`config.mk`:
```
export PLATFORM = sky130hd
export DESIGN_NAME = led_pattern_gen
export DESIGN_NICKNAME = d
export VERILOG_FILES = /design/src/rtl/led_pkg.sv /design/src/rtl/led_tick_gen.sv /design/src/rtl/led_pattern_gen.sv
export SDC_FILE = /design/constraint.sdc
export NUM_CORES = 1
export LEC_CHECK = 0
export ABC_AREA = 1
export BUFFER_PORTS_ARGS = -buffer_cell sky130_fd_sc_hd__buf_2
export CAP_MARGIN = 20
export CELL_PAD_IN_SITES_DETAIL_PLACEMENT = 1
export CELL_PAD_IN_SITES_GLOBAL_PLACEMENT = 1
export CORE_AREA = 5 5 92 94
export DETAILED_ROUTE_END_ITERATION = 12
export DIE_AREA = 0 0 97 99
export PLACE_DENSITY = 0.95
export SLEW_MARGIN = 20
export SYNTH_ARGS = -nofsm -noshare
export SYNTH_HDL_FRONTEND = slang
export SYNTH_SLANG_ARGS = --single-unit
export TNS_END_PERCENT = 100
```
`constraint.sdc`:
```
create_clock -name clk_50 -period 5.5 [get_ports clk_50]
set_clock_uncertainty 0.2 [all_clocks]
set_input_delay 0.825 -clock clk_50 [delete_from_list [all_inputs] [get_ports clk_50]]
set_output_delay 0.825 -clock clk_50 [all_outputs]
set_load 0.005 [all_outputs]
```
`src/rtl/led_pkg.sv`:
```
// Shared types and helpers for the LED pattern engine.
package led_pkg;

    typedef enum logic [1:0] {
        FILL   = 2'd0,
        ROTATE = 2'd1,
        BOUNCE = 2'd2,
        COUNT  = 2'd3
    } mode_e;

    typedef enum logic {
        RIGHT = 1'b0,
        LEFT  = 1'b1
    } dir_e;

    localparam int unsigned MaxLeds = 32;

    // Starting pattern for a mode; callers truncate to their own LED count.
    function automatic logic [MaxLeds-1:0] init_pattern(mode_e mode, int unsigned n);
        logic [MaxLeds-1:0] p;
        p = '0;
        case (mode)
            FILL: begin
                for (int unsigned i = 0; i < MaxLeds; i++) begin
                    if (i < n) p[i] = 1'b1;
                end
            end
            ROTATE, BOUNCE: p = MaxLeds'(1) << (n - 1);
            default:        p = '0;
        endcase
        return p;
    endfunction

endpackage

```
`src/rtl/led_tick_gen.sv`:
```
// Step prescaler: period DIV << speed, frozen while paused, cleared on mode change.
module led_tick_gen #(
    parameter int unsigned DIV = 30000000
) (
    input  logic       clk_50,
    input  logic       rst_n,
    input  logic [1:0] speed_i,
    input  logic       pause_i,
    input  logic       clear_i,
    output logic       tick_o
);

    localparam int unsigned CntW = $clog2(DIV << 3);

    logic [CntW-1:0] cnt_q, cnt_d;
    logic [31:0]     last;

    assign last = (DIV << speed_i) - 32'd1;

    // >= rather than == so a speed-up mid-count fires at once instead of wrapping.
    assign tick_o = !pause_i && (32'(cnt_q) >= last);

    always_comb begin
        cnt_d = cnt_q;
        if (clear_i) begin
            cnt_d = '0;
        end else if (!pause_i) begin
            cnt_d = tick_o ? '0 : cnt_q + CntW'(1);
        end
    end

    always_ff @(posedge clk_50 or negedge rst_n) begin
        if (!rst_n) begin
            cnt_q <= '0;
        end else begin
            cnt_q <= cnt_d;
        end
    end

endmodule

```
`src/rtl/led_pattern_gen.sv`:
```
// LED pattern engine: synchronised switch inputs, four patterns, registered LED drive.
module led_pattern_gen
    import led_pkg::*;
#(
    parameter int unsigned N_LEDS      = 8,
    parameter int unsigned DIV         = 30000000,
    parameter bit          INVERT      = 1'b0,
    parameter int unsigned SYNC_STAGES = 2
) (
    input  logic              clk_50,
    input  logic              rst_n,
    input  logic [1:0]        mode,
    input  logic [1:0]        speed,
    input  logic              pause,
    output logic [N_LEDS-1:0] led_arr,
    output logic              step,
    output logic [1:0]        mode_q
);

    localparam logic [N_LEDS-1:0] Ones = '1;
    localparam logic [N_LEDS-1:0] Mask = {N_LEDS{INVERT}};

    // Bundle {pause, speed, mode} through one shared synchroniser chain.
    logic [SYNC_STAGES-1:0][4:0] sync_q;
    mode_e                       mode_s;
    logic [1:0]                  speed_s;
    logic                        pause_s;

    always_ff @(posedge clk_50 or negedge rst_n) begin
        if (!rst_n) begin
            sync_q <= '0;
        end else begin
            sync_q <= {sync_q[SYNC_STAGES-2:0], {pause, speed, mode}};
        end
    end

    assign mode_s  = mode_e'(sync_q[SYNC_STAGES-1][1:0]);
    assign speed_s = sync_q[SYNC_STAGES-1][3:2];
    assign pause_s = sync_q[SYNC_STAGES-1][4];

    mode_e             cur_mode_q, cur_mode_d;
    dir_e              dir_q, dir_d;
    logic [N_LEDS-1:0] pattern_q, pattern_d;
    logic [N_LEDS-1:0] led_q;
    logic              step_q, step_d;
    logic              mode_chg;
    logic              tick;

    assign mode_chg = (mode_s != cur_mode_q);

    led_tick_gen #(
        .DIV (DIV)
    ) u_tick_gen (
        .clk_50  (clk_50),
        .rst_n   (rst_n),
        .speed_i (speed_s),
        .pause_i (pause_s),
        .clear_i (mode_chg),
        .tick_o  (tick)
    );

    always_comb begin
        cur_mode_d = cur_mode_q;
        dir_d      = dir_q;
        pattern_d  = pattern_q;
        step_d     = 1'b0;
        // A mode change wins over a coincident tick and applies even while paused.
        if (mode_chg) begin
            cur_mode_d = mode_s;
            pattern_d  = N_LEDS'(init_pattern(mode_s, N_LEDS));
            dir_d      = RIGHT;
        end else if (tick) begin
            step_d = 1'b1;
            case (cur_mode_q)
                FILL:   pattern_d = (pattern_q == '0) ? Ones : (pattern_q >> 1);
                ROTATE: pattern_d = {pattern_q[0], pattern_q[N_LEDS-1:1]};
                BOUNCE: begin
                    if (dir_q == RIGHT) begin
                        pattern_d = pattern_q >> 1;
                        if (pattern_d[0]) dir_d = LEFT;
                    end else begin
                        pattern_d = pattern_q << 1;
                        if (pattern_d[N_LEDS-1]) dir_d = RIGHT;
                    end
                end
                default: pattern_d = pattern_q + N_LEDS'(1);
            endcase
        end
    end

    always_ff @(posedge clk_50 or negedge rst_n) begin
        if (!rst_n) begin
            cur_mode_q <= FILL;
            dir_q      <= RIGHT;
            pattern_q  <= Ones;
            led_q      <= Ones ^ Mask;
            step_q     <= 1'b0;
        end else begin
            cur_mode_q <= cur_mode_d;
            dir_q      <= dir_d;
            pattern_q  <= pattern_d;
            led_q      <= pattern_d ^ Mask;
            step_q     <= step_d;
        end
    end

    assign led_arr = led_q;
    assign step    = step_q;
    assign mode_q  = cur_mode_q;

endmodule
```
**After elaboration in Yosys (flattened, before gate mapping)**

Cells that the tools add are included.

- $add $sub $neg: 3
- $mul: 0
- Divide/modulo/power cells: 0
- Order comparisons: 1
- Equality and inequality tests: 6
- Shift operators: 1
- Mux-type cells: 17
- Bitwise gates (word level): 0
- Reduce and logical (&&, ||, !) cells: 9

Operators by type and width:

| kind | count |
|---|---|
| two-way mux 28 bit | 3 |
| >= comparator 28 x 32 -> 1 bit | 1 |
| two-way mux 8 bit | 4 |
| << shifter 25 x 2 -> 32 bit, first input constant | 1 |
| subtractor 32 x 1 -> 32 bit, second input constant | 1 |
| adder 28 x 1 -> 28 bit, second input constant | 1 |
| one-hot mux 8 bit (3 select lines) | 1 |
| one-hot mux 8 bit (2 select lines) | 1 |
| adder 8 x 1 -> 8 bit, second input constant | 1 |
| zero test 8 bit | 1 |
| two-way mux 1 bit | 8 |
| equality test 2 x 1 -> 1 bit, second input constant | 2 |
| equality test 2 bit, second input constant | 2 |
| zero test 2 bit | 2 |
| nonzero test 2 bit | 2 |
| inequality test 2 x 1 -> 1 bit, second input constant | 1 |
| inequality test 2 bit | 1 |
| AND reduction 2 bit | 1 |
| OR reduction 2 bit | 1 |
| logical AND 1 bit | 1 |
| zero test 1 bit | 1 |

- Register bits: 50
- Latch bits: 0
- RAM bits: 0
- ROM bits: 0
- Input bits: 7
- Output and inout bits: 11
- Word-level logic and storage cells: 44
- Memories: 0

**Depth between registers and ports, before layout**

Gate-level depths: netlist of run 1.

- Depth in word-level cells: 7
- Mapped depth: 17
- Depth with buffers taken out: 17

**By module**

From an unflattened synthesis of run 1, not the netlist that was laid out.

- Cells, all modules: 576
- Area, all modules: 3,811.2 sq um

By module, submodules not included:

| module | instances | cells each | area an instance (sq um) |
|---|---|---|---|
| led_tick_gen | 1 | 413 | 2,566.2 |
| led_pattern_gen | 1 | 163 | 1,244.9 |

**Worst setup path before layout of run 1**

Ideal clock, no wire load.

- Path kind: register -> register
- Start point: reg sync_q (netlist bit speed_s[1])
- End point: reg u_tick_gen.cnt_q[11]
- Setup time: 86 ps
- Arrival time: 2,070 ps
- Data required time: 5,214 ps
- Setup slack: 3,144 ps
- Stages on the path, launching flop included: 16
- Clock period less this slack: 2,356 ps
- Path through: dfrtp_1 -> inv_1 -> ha_1 -> ha_1 -> nand2_1 -> inv_1 -> nand2_1 -> nand2_1 -> nand3_1 -> nand2_1 -> nor2_1 -> nand2_2 -> nand2_4 -> nand2_8 -> buf_6 -> nor3_1

- Cells in the longest elaborated chain, start to end: 7

RTL lines:

| element | line | RTL |
|---|---|---|
| start: declaration | led_pattern_gen.sv:24 | `logic [SYNC_STAGES-1:0][4:0] sync_q;` |
| start signal: assignment | led_pattern_gen.sv:33 | `sync_q <= {sync_q[SYNC_STAGES-2:0], {pause, speed, mode}};` |
| << shifter 25 x 2 -> 32 bit | led_tick_gen.sv:18 | `assign last = (DIV << speed_i) - 32'd1;` |
| subtractor 32 x 1 -> 32 bit | led_tick_gen.sv:18 |  |
| >= comparator 28 x 32 -> 1 bit | led_tick_gen.sv:21 | `assign tick_o = !pause_i && (32'(cnt_q) >= last);` |
| logical AND 1 bit | led_tick_gen.sv:21 |  |
| two-way mux 28 bit | led_tick_gen.sv:28 | `cnt_d = tick_o ? '0 : cnt_q + CntW'(1);` |
| two-way mux 28 bit | led_tick_gen.sv:27 | `end else if (!pause_i) begin` |
| two-way mux 28 bit | led_tick_gen.sv:25 | `if (clear_i) begin` |
| end signal: assignment | led_tick_gen.sv:36 | `cnt_q <= cnt_d;` |
| end: declaration | led_tick_gen.sv:15 | `logic [CntW-1:0] cnt_q, cnt_d;` |

Every way passes these cells. The select of a mux whose other input is x is not followed.
A chain may end at the register's enable or synchronous reset.

**Final worst setup path of run 1**

- Start point: reg sync_q (netlist bit speed_s[1])
- End point: reg led_q[3], in the netlist led_arr[3]

- Cells in the longest elaborated chain, start to end: 5

RTL lines:

| element | line | RTL |
|---|---|---|
| << shifter 25 x 2 -> 32 bit | led_tick_gen.sv:18 |  |
| subtractor 32 x 1 -> 32 bit | led_tick_gen.sv:18 |  |
| >= comparator 28 x 32 -> 1 bit | led_tick_gen.sv:21 |  |
| logical AND 1 bit | led_tick_gen.sv:21 |  |
| nonzero test 2 bit (no source line) | n/a |  |
| end signal: assignment | led_pattern_gen.sv:96 | `led_q <= Ones ^ Mask;` |
| end signal: assignment | led_pattern_gen.sv:102 | `led_q <= pattern_d ^ Mask;` |
| end: declaration | led_pattern_gen.sv:44 | `logic [N_LEDS-1:0] led_q;` |

Every way passes these cells.

==> results of run 1 <==
==> sequential cells by signal, summed over array words and instances (netlist names) <==
| name | cells |
|---|---|
| led_arr | 8 |
| pause_s | 1 |
| mode_s | 2 |
| u_tick_gen.cnt_q | 28 |
| speed_s | 2 |
| dir_q | 1 |
| mode_q | 2 |
| sync_q | 5 |
| step | 1 |
==> layout by cell type (no fill, tap or decap), drive strengths merged, types with 2 or more instances in the layout <==
| master | count |
|---|---|
| nor3 | 20 |
| ha | 31 |
| buf | 18 |
| nor2 | 55 |
| a21oi | 19 |
| dfstp | 8 |
| or2 | 3 |
| nand3 | 39 |
| o21ai | 15 |
| inv | 72 |
| nor4 | 3 |
| clkbuf | 5 |
| xnor2 | 3 |
| nand4 | 13 |
| o2111ai | 2 |
| xor2 | 8 |
| nand2 | 140 |
| dfrtp | 42 |
==> where the power goes <==
part	total [mW]	leakage, nW	switching (mW)	internal, mW
logic	0.128	1.27	0.0852	0.0432
clock network	0.277	0.0587	0.139	0.138
registers	0.418	0.642	0.0280	0.390
==> worst max path at each step <==
stage / slack, ns / from / end
after floorplan: 3.14 / speed_s[1] / u_tick_gen.cnt_q[11]
after global placement: 2.88 / speed_s[1] / dir_q
after global routing: 2.43 / speed_s[1] / dir_q
final: 2.61 / speed_s[1] / led_arr[3]
after CTS: 2.63 / speed_s[1] / led_arr[1]
after detailed placement: 2.68 / speed_s[1] / led_arr[3]
==> stage by stage <==
stage / setup slack (ns) / instances / instance area (µm²) / hold slack, ns
after detailed placement: 2.68 / 601 / 3730 / 0.147
after CTS: 2.63 / 609 / 3850 / 0.162
final: 2.61 / 609 / 3850 / 0.159
after global placement: 2.88 / 601 / 3730 / 0.133
after floorplan: 3.14 / 492 / 3580 / 0.131
after global routing: 2.43 / 609 / 3850 / 0.175
==> logic make-up after synthesis <==
| kind of cell | Yosys count | share of synthesized area [%] |
|---|---|---|
| flops | 50 | 35.2 |
| compound gates | 43 | 6.64 |
| xor+xnor | 11 | 2.90 |
| fa+ha+maj | 31 | 10.8 |
| buf+inv | 82 | 9.33 |
| other cells | 1 | 0.105 |
| simple gates | 274 | 35.0 |
==> critical path: cells and delay by family (launching register included) <==
family                   cells  cell delay, ns
flip-flops                   1            0.51
adder cells (fa/ha/maj)      2            0.69
AO/OA/AOI/OAI                1            0.23
AND/OR/NAND/NOR              9            0.90
buffers and inverters        3            0.30
==> final cells by class <==
| type | count | share of cell area, % |
|---|---|---|
| multi-input cells | 360 | 51.6 |
| flip-flops and latches | 50 | 32.7 |
| inverters | 71 | 6.92 |
| well taps | 102 | 3.31 |
| repair buffers | 18 | 2.40 |
| clock buffers | 5 | 1.79 |
| clock inverters | 3 | 1.23 |
==> routing by layer <==
metal  global-route usage (%)  vias up  routed length, µm
met4                     8.21        0                264
met2                     41.6       82               5440
met3                     3.54       27                360
li1                         -     1606                  -
met5                        0        -                  0
met1                     28.4     1714               4630
==> cell usage after synthesis, types with 2 or more instances <==
cell,n
o2111ai_1,2
dfstp_2,8
nor2_1,52
nor2_4,2
nor3_1,17
nor4_1,3
xnor2_1,2
a21oi_1,19
inv_1,66
o21ai_0,15
inv_2,5
nand4_1,11
nor3_2,2
buf_4,3
ha_1,31
clkbuf_1,6
or2_2,2
nand2_1,135
buf_6,2
xor2_1,8
nand3_1,37
dfrtp_1,42
nand2_2,3
nand4_2,2
==> run_results.csv, run 1 <==
group,metric,value,unit
power,cellPowerDensity,214,nW/µm²
routing,first_pass_iters,4,
worst_setup_path,cpMaxStageDelayCell,"dfrtp_1",
die,core_area,7570,µm²
power,max-vdd-ir-drop,0.189,mV
routing,wirelength,10.7,mm
final_layout,synthToLayoutAreaGrowth,7.51,%
die,fp.dieH,99,µm
place,gp_congestion,0.881,
place,dp_hpwl,7.70,mm
logic_synthesis,yosysSeqAreaShare,35.2,%
die,die_area,9600,µm²
final_layout,diodes,0,
logic_synthesis,syn_inst,492,
routing,num_vias,3429,
clock_network,cts_tree,"built",
clock_network,post-cts-setup-buffer-count,0,
clock_network,cts.sinks,50,
timing,max-slew-margin-rel,57.4,%
die,ios,18,
logic_synthesis,synth-seq-cells,50,
worst_setup_path,worstSetupEndpointType,"register",
worst_setup_path,start_kind,"register",
final_layout,n_fill_cell,972,
final_layout,regArea,1260,µm²
clock_network,clkTransAtPathRegs,0.11,ns
routing,drt_iter0_drc,219,
clock_network,clock_latency,0.32,ns
worst_setup_path,ff2ff_path_depth,15,
logic_synthesis,synth.largest_area_cell,"dfrtp_1",
timing,maxSlewViolCount,0,
routing,detail-route-antenna-nets,0,
logic_synthesis,ys_types,41,
worst_setup_path,crit_arrival,2.94,ns
logic_synthesis,syn_nets,530,
die,core.rowCount,32,
global_routing,grt_pass1_wl,18.2,mm
clock_network,cts_root_buf,"clkbuf_8",
worst_setup_path,reg2reg_to,"led_arr[3]",
worst_setup_path,path_common_cell,"nand2_1",
worst_setup_path,crit_required,5.55,ns
min_path,hp-class,"reg -> reg",
power,p_total,0.823,mW
logic_synthesis,syn_area,3580,µm²
timing,fmax,346,MHz
worst_setup_path,critical_path_class,"reg -> reg",
timing,max_slew.worst_pin.slew,0.639,ns
global_routing,grt_usage,23.2,%
die,initial_core_util,47.3,%
logic_synthesis,synth-main-ff-cell,"dfrtp_1",
worst_setup_path,crit_fanout,37,
final_layout,nNetsFinal,544,
final_layout,layout-drive-gt1-share,11.2,%
min_path,hold_depth,0,
logic_synthesis,yosysWarnings,0,
logic_synthesis,ys_async_sr_fraction,100,%
timing,hold_viol_final,0,
clock_network,cts_buffers,5,
worst_setup_path,reg2reg_slack,2.61,ns
timing,tns,0,ns
worst_setup_path,r2r-start,"speed_s[1]",
worst_setup_path,path_cells,"inv_1 -> ha_1 -> inv_1 -> ha_1 -> nand2_1 -> inv_1 -> nand2_1 -> nand2_1 -> nand2_1 -> nand3_1 -> nand2_1 -> nand2_2 -> nand2_4 -> nand2_8 -> o21ai_0",
logic_synthesis,synth_top_area_share,29.3,%
routing,wl_per_cell,17.6,µm
final_layout,multi_input_comb_area,1990,µm²
clock_network,clockBufferDepth,2,
status,outcome,"finished, final reports clean",
logic_synthesis,synth_edf_count,0,
job,drv_cap,0,
min_path,min_to,"speed_s[0]",
logic_synthesis,syn_avg_cell_area,7.28,µm²
power,p_leak,1.97,nW
global_routing,overflow,0,
final_layout,fin_util,50.9,%
routing,drcViolationCount,0,
clock_network,cts_htree_levels,2,
clock_network,cts_resized,0,
global_routing,grt_start_max_net_pins,51,
die,die_x,97,µm
timing,timing.final.crit_share,52.5,%
timing,min_period,2.89,ns
worst_setup_path,slowest_delay,0.51,ns
routing,viasPerCell,5.63,
min_path,min_from,"sync_q[2]",
global_routing,grt_pass1_vias,3690,
timing,setup_viol,0,
clock_network,ctsHoldBuffers,0,
place,port_buffers,17,
logic_synthesis,synthTopCellsByArea,"dfrtp_1, nand2_1, ha_1, inv_1, dfstp_2",
global_routing,antenna_found_initial,0,
timing,rsz0062_at_grt,"no",
No activity file was read; power rests on OpenSTA's default activity.
==> run 2, diff against run 1 <==
--- a/config.mk
+++ b/config.mk
@@ -10,10 +10,10 @@
 export CAP_MARGIN = 20
 export CELL_PAD_IN_SITES_DETAIL_PLACEMENT = 1
 export CELL_PAD_IN_SITES_GLOBAL_PLACEMENT = 1
-export CORE_AREA = 5 5 92 94
+export CORE_AREA = 5 5 95 97
 export DETAILED_ROUTE_END_ITERATION = 12
-export DIE_AREA = 0 0 97 99
-export PLACE_DENSITY = 0.95
+export DIE_AREA = 0 0 100 102
+export PLACE_DENSITY = 0.9
 export SLEW_MARGIN = 20
 export SYNTH_ARGS = -nofsm -noshare
 export SYNTH_HDL_FRONTEND = slang
==> constraint.sdc (replaced) <==
create_clock -name clk_50 -period 2.8 [get_ports clk_50]
set_clock_uncertainty 0.2 [all_clocks]
set_input_delay 0.42 -clock clk_50 [delete_from_list [all_inputs] [get_ports clk_50]]
set_output_delay 0.42 -clock clk_50 [all_outputs]
set_load 0.005 [all_outputs]
==> run_results.csv, run 2 (synthesis results as in run 1) <==
group,metric,value,unit
status,outcome,"finished, final reports clean",
worst_setup_path,critical_path_class,"reg -> reg",
place,port_buffers,17,
final_layout,synthToLayoutAreaGrowth,10.0,%
timing,min_period,2.70,ns
worst_setup_path,crit_arrival,2.76,ns
die,core_area,8050,µm²
global_routing,grt_start_max_net_pins,38,
worst_setup_path,crit_path_start,"speed_s[0]",
clock_network,cts_htree_levels,2,
worst_setup_path,path_buf_inv,3,
timing,setup_viol,0,
power,cellPowerDensity,394,nW/µm²
final_layout,top_register,"u_tick_gen.cnt_q",
clock_network,cts_tree,"built",
timing,timing.hold.ws,0.00217,ns
die,fp.dieH,102,µm
clock_network,cts_buffers,5,
global_routing,grt_pass1_wl,16.8,mm
worst_setup_path,path_cells,"inv_1 -> ha_4 -> ha_1 -> nand2_1 -> inv_1 -> nand2_1 -> nand2_1 -> nand3_1 -> nand2_1 -> nor2_1 -> nand2_2 -> nand2_8 -> nand2_8 -> nand2_1 -> nand2_1 -> inv_1",
timing,tns,0,ns
timing,max-slew-margin-rel,62.6,%
routing,num_vias,3396,
die,ios,18,
timing,timing.final.crit_share,96.4,%
final_layout,largest_reg_flops,28,
clock_network,cts.sinks,50,
routing,wirelength,10.6,mm
timing,max_slew.worst_pin.slew,0.562,ns
final_layout,final_cell_mix,"nand2_1, inv_1, nor2_1",
timing,hold_viol_final,0,
global_routing,grt_usage,20.7,%
routing,drcViolationCount,0,
min_path,min_from,"speed[1]",
clock_network,clockBufferDepth,2,
place,post_dp_cell_area,3760,µm²
place,gp_congestion,0.905,
power,max-vdd-ir-drop,0.222,mV
worst_setup_path,crit_fanout,19,
place,place_worst_setup_slack,0.0279,ns
routing,wl_met1,4.63,mm
final_layout,diodes,0,
worst_setup_path,crit_required,2.86,ns
job,drv_cap,0,
power,p_leak,2.00,nW
min_path,hp-class,"in -> reg",
worst_setup_path,slowest_delay,0.43,ns
global_routing,overflow,0,
worst_setup_path,path_common_cell,"nand2_1",
die,die_x,100,µm
global_routing,grt_pass1_vias,3542,
die,initial_core_util,44.5,%
routing,first_pass_iters,4,
place,dp_hpwl,7.82,mm
routing,viasPerCell,5.48,
routing,detail-route-antenna-nets,0,
timing,fin_ws,0.0998,ns
worst_setup_path,r2r-start,"speed_s[0]",
final_layout,nNetsFinal,552,
routing,met2_length,5.39,mm
timing,maxSlewViolCount,0,
final_layout,layout-drive-gt1-share,12.8,%
clock_network,clkTransAtPathRegs,0.10,ns
final_layout,layout_commonest_cell,"nand2_1",
die,die_area,10200,µm²
routing,wl_per_cell,17.0,µm
clock_network,cts_root_buf,"clkbuf_8",
worst_setup_path,critPathTopFamily,"simple AND/OR/NAND/NOR gates",
timing,fmax,370,MHz
routing,wl_met3,308,µm
global_routing,antenna_found_initial,0,
final_layout,final_cell_area,3940,µm²
routing,drt_iter0_drc,234,
worst_setup_path,worstSetupEndpointType,"register",
die,core.rowCount,33,
routing,top_layer_used,"met4",
worst_setup_path,cpMaxStageDelayCell,"dfrtp_1",
worst_setup_path,start_kind,"register",
clock_network,clock_latency,0.31,ns
## run 2: path summary, 6_finish.rpt
kind,end,slack [ns],cells after the start
worst max-delay path,dir_q,0.1,16
worst min-delay path,sync_q[3],0.002,1
worst max register to register,dir_q,0.1,16
worst min register to register,mode_s[0],0.16,0
max in group asynchronous,led_arr[2],1.26,3
min in group asynchronous,sync_q[3],0.43,2
## run 2: metal layers
metal,track usage (%),up-vias
met5,0,-
met4,6.53,0
met3,2.53,22
met2,37.7,65
met1,25.7,1689
li1,-,1620
## run 2: worst register-to-register path, stage by stage, from the launching register on
cell     delay [ns]
dfrtp_1        0.43
inv_1          0.19
ha_4           0.25
ha_1           0.31
nand2_1        0.08
inv_1          0.05
nand2_1        0.09
nand2_1        0.08
nand3_1        0.08
nand2_1        0.05
nor2_1         0.16
nand2_2        0.14
nand2_8        0.15
nand2_8        0.13
nand2_1        0.13
nand2_1        0.08
inv_1          0.06
## run 2: metrics by stage
stage / total power [mW] / util [%] / std cells
after floorplan: 0.984 / - / 492
after global placement: 1.06 / 46.7 / 607
after detailed placement: 1.08 / 46.7 / 607
after CTS: 1.55 / 48.1 / 616
after global routing: 1.63 / 49.0 / 620
final: 1.55 / 49.0 / 620
## run 2: timing repair
| item | in CTS | in global routing |
|---|---|---|
| hold buffers | 1 | 1 |
| setup endpoints to repair | 3 | 35 |
| endpoints found under the hold margin | 18 | 1 |
| pin swaps | 1 | 0 |
| cloned | 0 | 1 |
| buffers inserted | 0 | 2 |
| gates resized for setup | 2 | 4 |
## run 2: layout make-up
cell class	instances	area, µm²
well taps	105	131
multi-input cells	361	2030
clock buffers	6	82.6
inverters	71	267
repair buffers	25	150
flip-flops and latches	50	1260
clock inverters	2	17.5
fillers	1057	4110
## run 2: report_power, final
group          internal, mW  leakage [nW]  switching (mW)
logic                0.0926          1.30           0.172
registers             0.765         0.642          0.0526
clock network         0.204        0.0514           0.265
total                  1.06          2.00           0.490
==> run 3, diff against run 2 <==
--- a/config.mk
+++ b/config.mk
@@ -5,14 +5,13 @@
 export SDC_FILE = /design/constraint.sdc
 export NUM_CORES = 1
 export LEC_CHECK = 0
-export ABC_AREA = 1
 export BUFFER_PORTS_ARGS = -buffer_cell sky130_fd_sc_hd__buf_2
 export CAP_MARGIN = 20
 export CELL_PAD_IN_SITES_DETAIL_PLACEMENT = 1
 export CELL_PAD_IN_SITES_GLOBAL_PLACEMENT = 1
-export CORE_AREA = 5 5 95 97
+export CORE_AREA = 5 5 88 90
 export DETAILED_ROUTE_END_ITERATION = 12
-export DIE_AREA = 0 0 100 102
+export DIE_AREA = 0 0 93 95
 export PLACE_DENSITY = 0.9
 export SLEW_MARGIN = 20
 export SYNTH_ARGS = -nofsm -noshare
==> run_results.csv, run 3 <==
group,metric,value,unit
die,core.rowCount,31,
clock_network,clock_latency,0.31,ns
worst_setup_path,cpMaxStageDelayCell,"o311ai_2",
global_routing,grt_usage,19.5,%
final_layout,final_cell_area,3680,µm²
worst_setup_path,r2r-start,"speed_s[0]",
logic_synthesis,syn_nets,373,
die,ios,18,
worst_setup_path,path_buf_inv,2,
worst_setup_path,slowest_delay,0.41,ns
die,die_x,93,µm
place,gp_congestion,0.870,
logic_synthesis,yosysWarnings,0,
worst_setup_path,crit_arrival,2.77,ns
global_routing,grt_pass1_wl,13.8,mm
power,max-vdd-ir-drop,0.299,mV
worst_setup_path,path_cells,"inv_1 -> ha_1 -> ha_1 -> a21o_1 -> nand3_1 -> a21oi_1 -> o311ai_2 -> nand3_4 -> buf_6 -> nor2_1",
routing,wl_per_cell,18.9,µm
clock_network,cts_htree_levels,2,
timing,max-slew-margin-rel,60.5,%
final_layout,largest_reg_flops,28,
logic_synthesis,synth-seq-cells,50,
global_routing,overflow,0,
place,port_buffers,17,
final_layout,diodes,0,
routing,first_pass_iters,4,
routing,wirelength,8.50,mm
status,outcome,"finished, final reports clean",
timing,fin_ws,0.0723,ns
job,drv_cap,0,
timing,timing.hold.ws,0.0146,ns
final_layout,fin_util,52.7,%
min_path,hp-class,"in -> reg",
logic_synthesis,synthTopCellsByCount,"dfrtp_1, nor2_1, ha_1",
final_layout,multi_input_comb_area,1870,µm²
worst_setup_path,start_kind,"register",
global_routing,grt-busiest-layer,"met2",
place,post_dp_cell_area,3430,µm²
routing,drcViolationCount,0,
routing,num_vias,2642,
min_path,min_to,"sync_q[3]",
final_layout,synthToLayoutAreaGrowth,14.7,%
logic_synthesis,synth.largest_area_cell,"dfrtp_1",
timing,timing.final.crit_share,97.4,%
global_routing,met2_usage,34.1,%
logic_synthesis,syn_area,3210,µm²
clock_network,cts_tree,"built",
worst_setup_path,critPathTopFamily,"compound AO/OA/AOI/OAI gates",
final_layout,layout_commonest_cell,"dfrtp_1",
die,fp.dieH,95,µm
logic_synthesis,ys_types,51,
logic_synthesis,synth_edf_count,0,
power,p_total,1.52,mW
logic_synthesis,yosysSeqAreaShare,39.3,%
logic_synthesis,ys_async_sr_fraction,100,%
routing,viasPerCell,5.88,
global_routing,antenna_found_initial,0,
logic_synthesis,syn_inst,335,
routing,detail-route-antenna-nets,0,
timing,hold_viol_final,0,
timing,min_period,2.73,ns
final_layout,finalNonFillerCells,449,
logic_synthesis,synthTopCellsByArea,"dfrtp_1, ha_1, dfstp_2, xnor2_1, nor2_1",
clock_network,clockBufferDepth,2,
min_path,min_from,"speed[1]",
logic_synthesis,yosysMostFrequentCell,"dfrtp_1",
final_layout,regArea,1260,µm²
place,placedCellCount,432,
worst_setup_path,path_common_cell,"ha_1",
worst_setup_path,crit_fanout,16,
final_layout,layout-drive-gt1-share,20.7,%
worst_setup_path,reg2reg_slack,0.07,ns
timing,rsz0062_at_grt,"yes",
timing,fmax,367,MHz
clock_network,cts_root_buf,"clkbuf_8",
logic_synthesis,synth_top_area_share,32.7,%
worst_setup_path,reg2reg_to,"u_tick_gen.cnt_q[8]",
place,dp_hpwl,5.82,mm
power,cellPowerDensity,412,nW/µm²
worst_setup_path,worstSetupEndpointType,"register",
routing,drt_iter0_drc,73,
global_routing,met1_usage,25.1,%
final_layout,final_cell_mix,"dfrtp_1, nor2_1, ha_1",
worst_setup_path,ff2ff_path_depth,10,
place,place_worst_setup_slack,0.00992,ns
logic_synthesis,syn_avg_cell_area,9.58,µm²
min_path,hold_depth,1,
clock_network,cts_buffers,5,
timing,max_slew.worst_pin.slew,0.588,ns
die,initial_core_util,46.0,%
clock_network,cts.sinks,50,
final_layout,nNetsFinal,404,
clock_network,clkTransAtPathRegs,0.10,ns
logic_synthesis,synth-main-ff-cell,"dfrtp_1",
worst_setup_path,critical_path_class,"reg -> reg",
global_routing,grt_pass1_vias,2772,
die,core_area,6980,µm²
die,die_area,8840,µm²
worst_setup_path,crit_required,2.84,ns
final_layout,top_register,"u_tick_gen.cnt_q",
final_layout,n_fill_cell,818,
timing,maxSlewViolCount,0,
timing,tns,0,ns
timing,setup_viol,0,
global_routing,met3_usage,3.27,%
global_routing,grt_start_max_net_pins,46,
power,p_leak,1.61,nW
-- run 3: worst max-delay path by stage --
stage                     cells after the start  slack [ns]        from                    to
after floorplan                               9        0.13  speed_s[1]                 dir_q
after global placement                       10        0.17  speed_s[1]  u_tick_gen.cnt_q[16]
after detailed placement                      9        0.01  speed_s[0]                 dir_q
after CTS                                     8       0.004  speed_s[0]                 dir_q
after global routing                          9       -0.09  speed_s[0]            led_arr[3]
final                                        10        0.07  speed_s[0]   u_tick_gen.cnt_q[8]
-- run 3: per-layer routing --
| metal | wire [µm] | part of all wire (%) |
|---|---|---|
| met5 | 0 | 0 |
| met3 | 220 | 2.6 |
| met2 | 4410 | 52 |
| met4 | 213 | 2.5 |
| met1 | 3660 | 43 |
-- run 3: power by group --
part	switching [mW]	total (mW)	internal, mW	leakage (nW)
logic	0.138	0.245	0.106	0.916
registers	0.0520	0.813	0.762	0.642
clock network	0.272	0.459	0.187	0.0506
total	0.462	1.52	1.06	1.61
-- run 3: cell type report --
cell class / instances / area share, %
multi-input combinational: 247 / 50.7
sequential: 50 / 34.3
timing repair buffer: 38 / 7.20
tap: 82 / 2.79
inverter: 24 / 2.45
clock buffer: 5 / 1.87
clock inverter: 3 / 0.782
-- run 3: worst register-to-register path, cell delays in order (launching register included) --
cell,delay [ns]
dfrtp_1,0.40
inv_1,0.13
ha_1,0.26
ha_1,0.33
a21o_1,0.19
nand3_1,0.09
a21oi_1,0.09
o311ai_2,0.41
nand3_4,0.20
buf_6,0.21
nor2_1,0.15
-- run 3: kinds of logic (layout without fill, tap and decap cells) --
logic type	after synthesis	in the layout	synth area share (%)
AOI/OAI and AO/OA	58	58	13.6
xor gates and xnor gates	34	34	9.27
adders and majority gates	31	31	12.1
buffers and inverters	38	70	4.60
DFF	50	50	39.3
muxes	2	2	0.701
other	1	1	0.117
and+or+nand+nor	121	121	20.3
-- run 3: what timing repair did --
action                                  in CTS  in global routing
hold endpoints to repair                     0                 46
endpoints found under the setup margin      31                 37
pin swaps                                    0                  5
resized for setup                            4                 11
setup buffers                                0                  4
hold buffers                                 0                  5
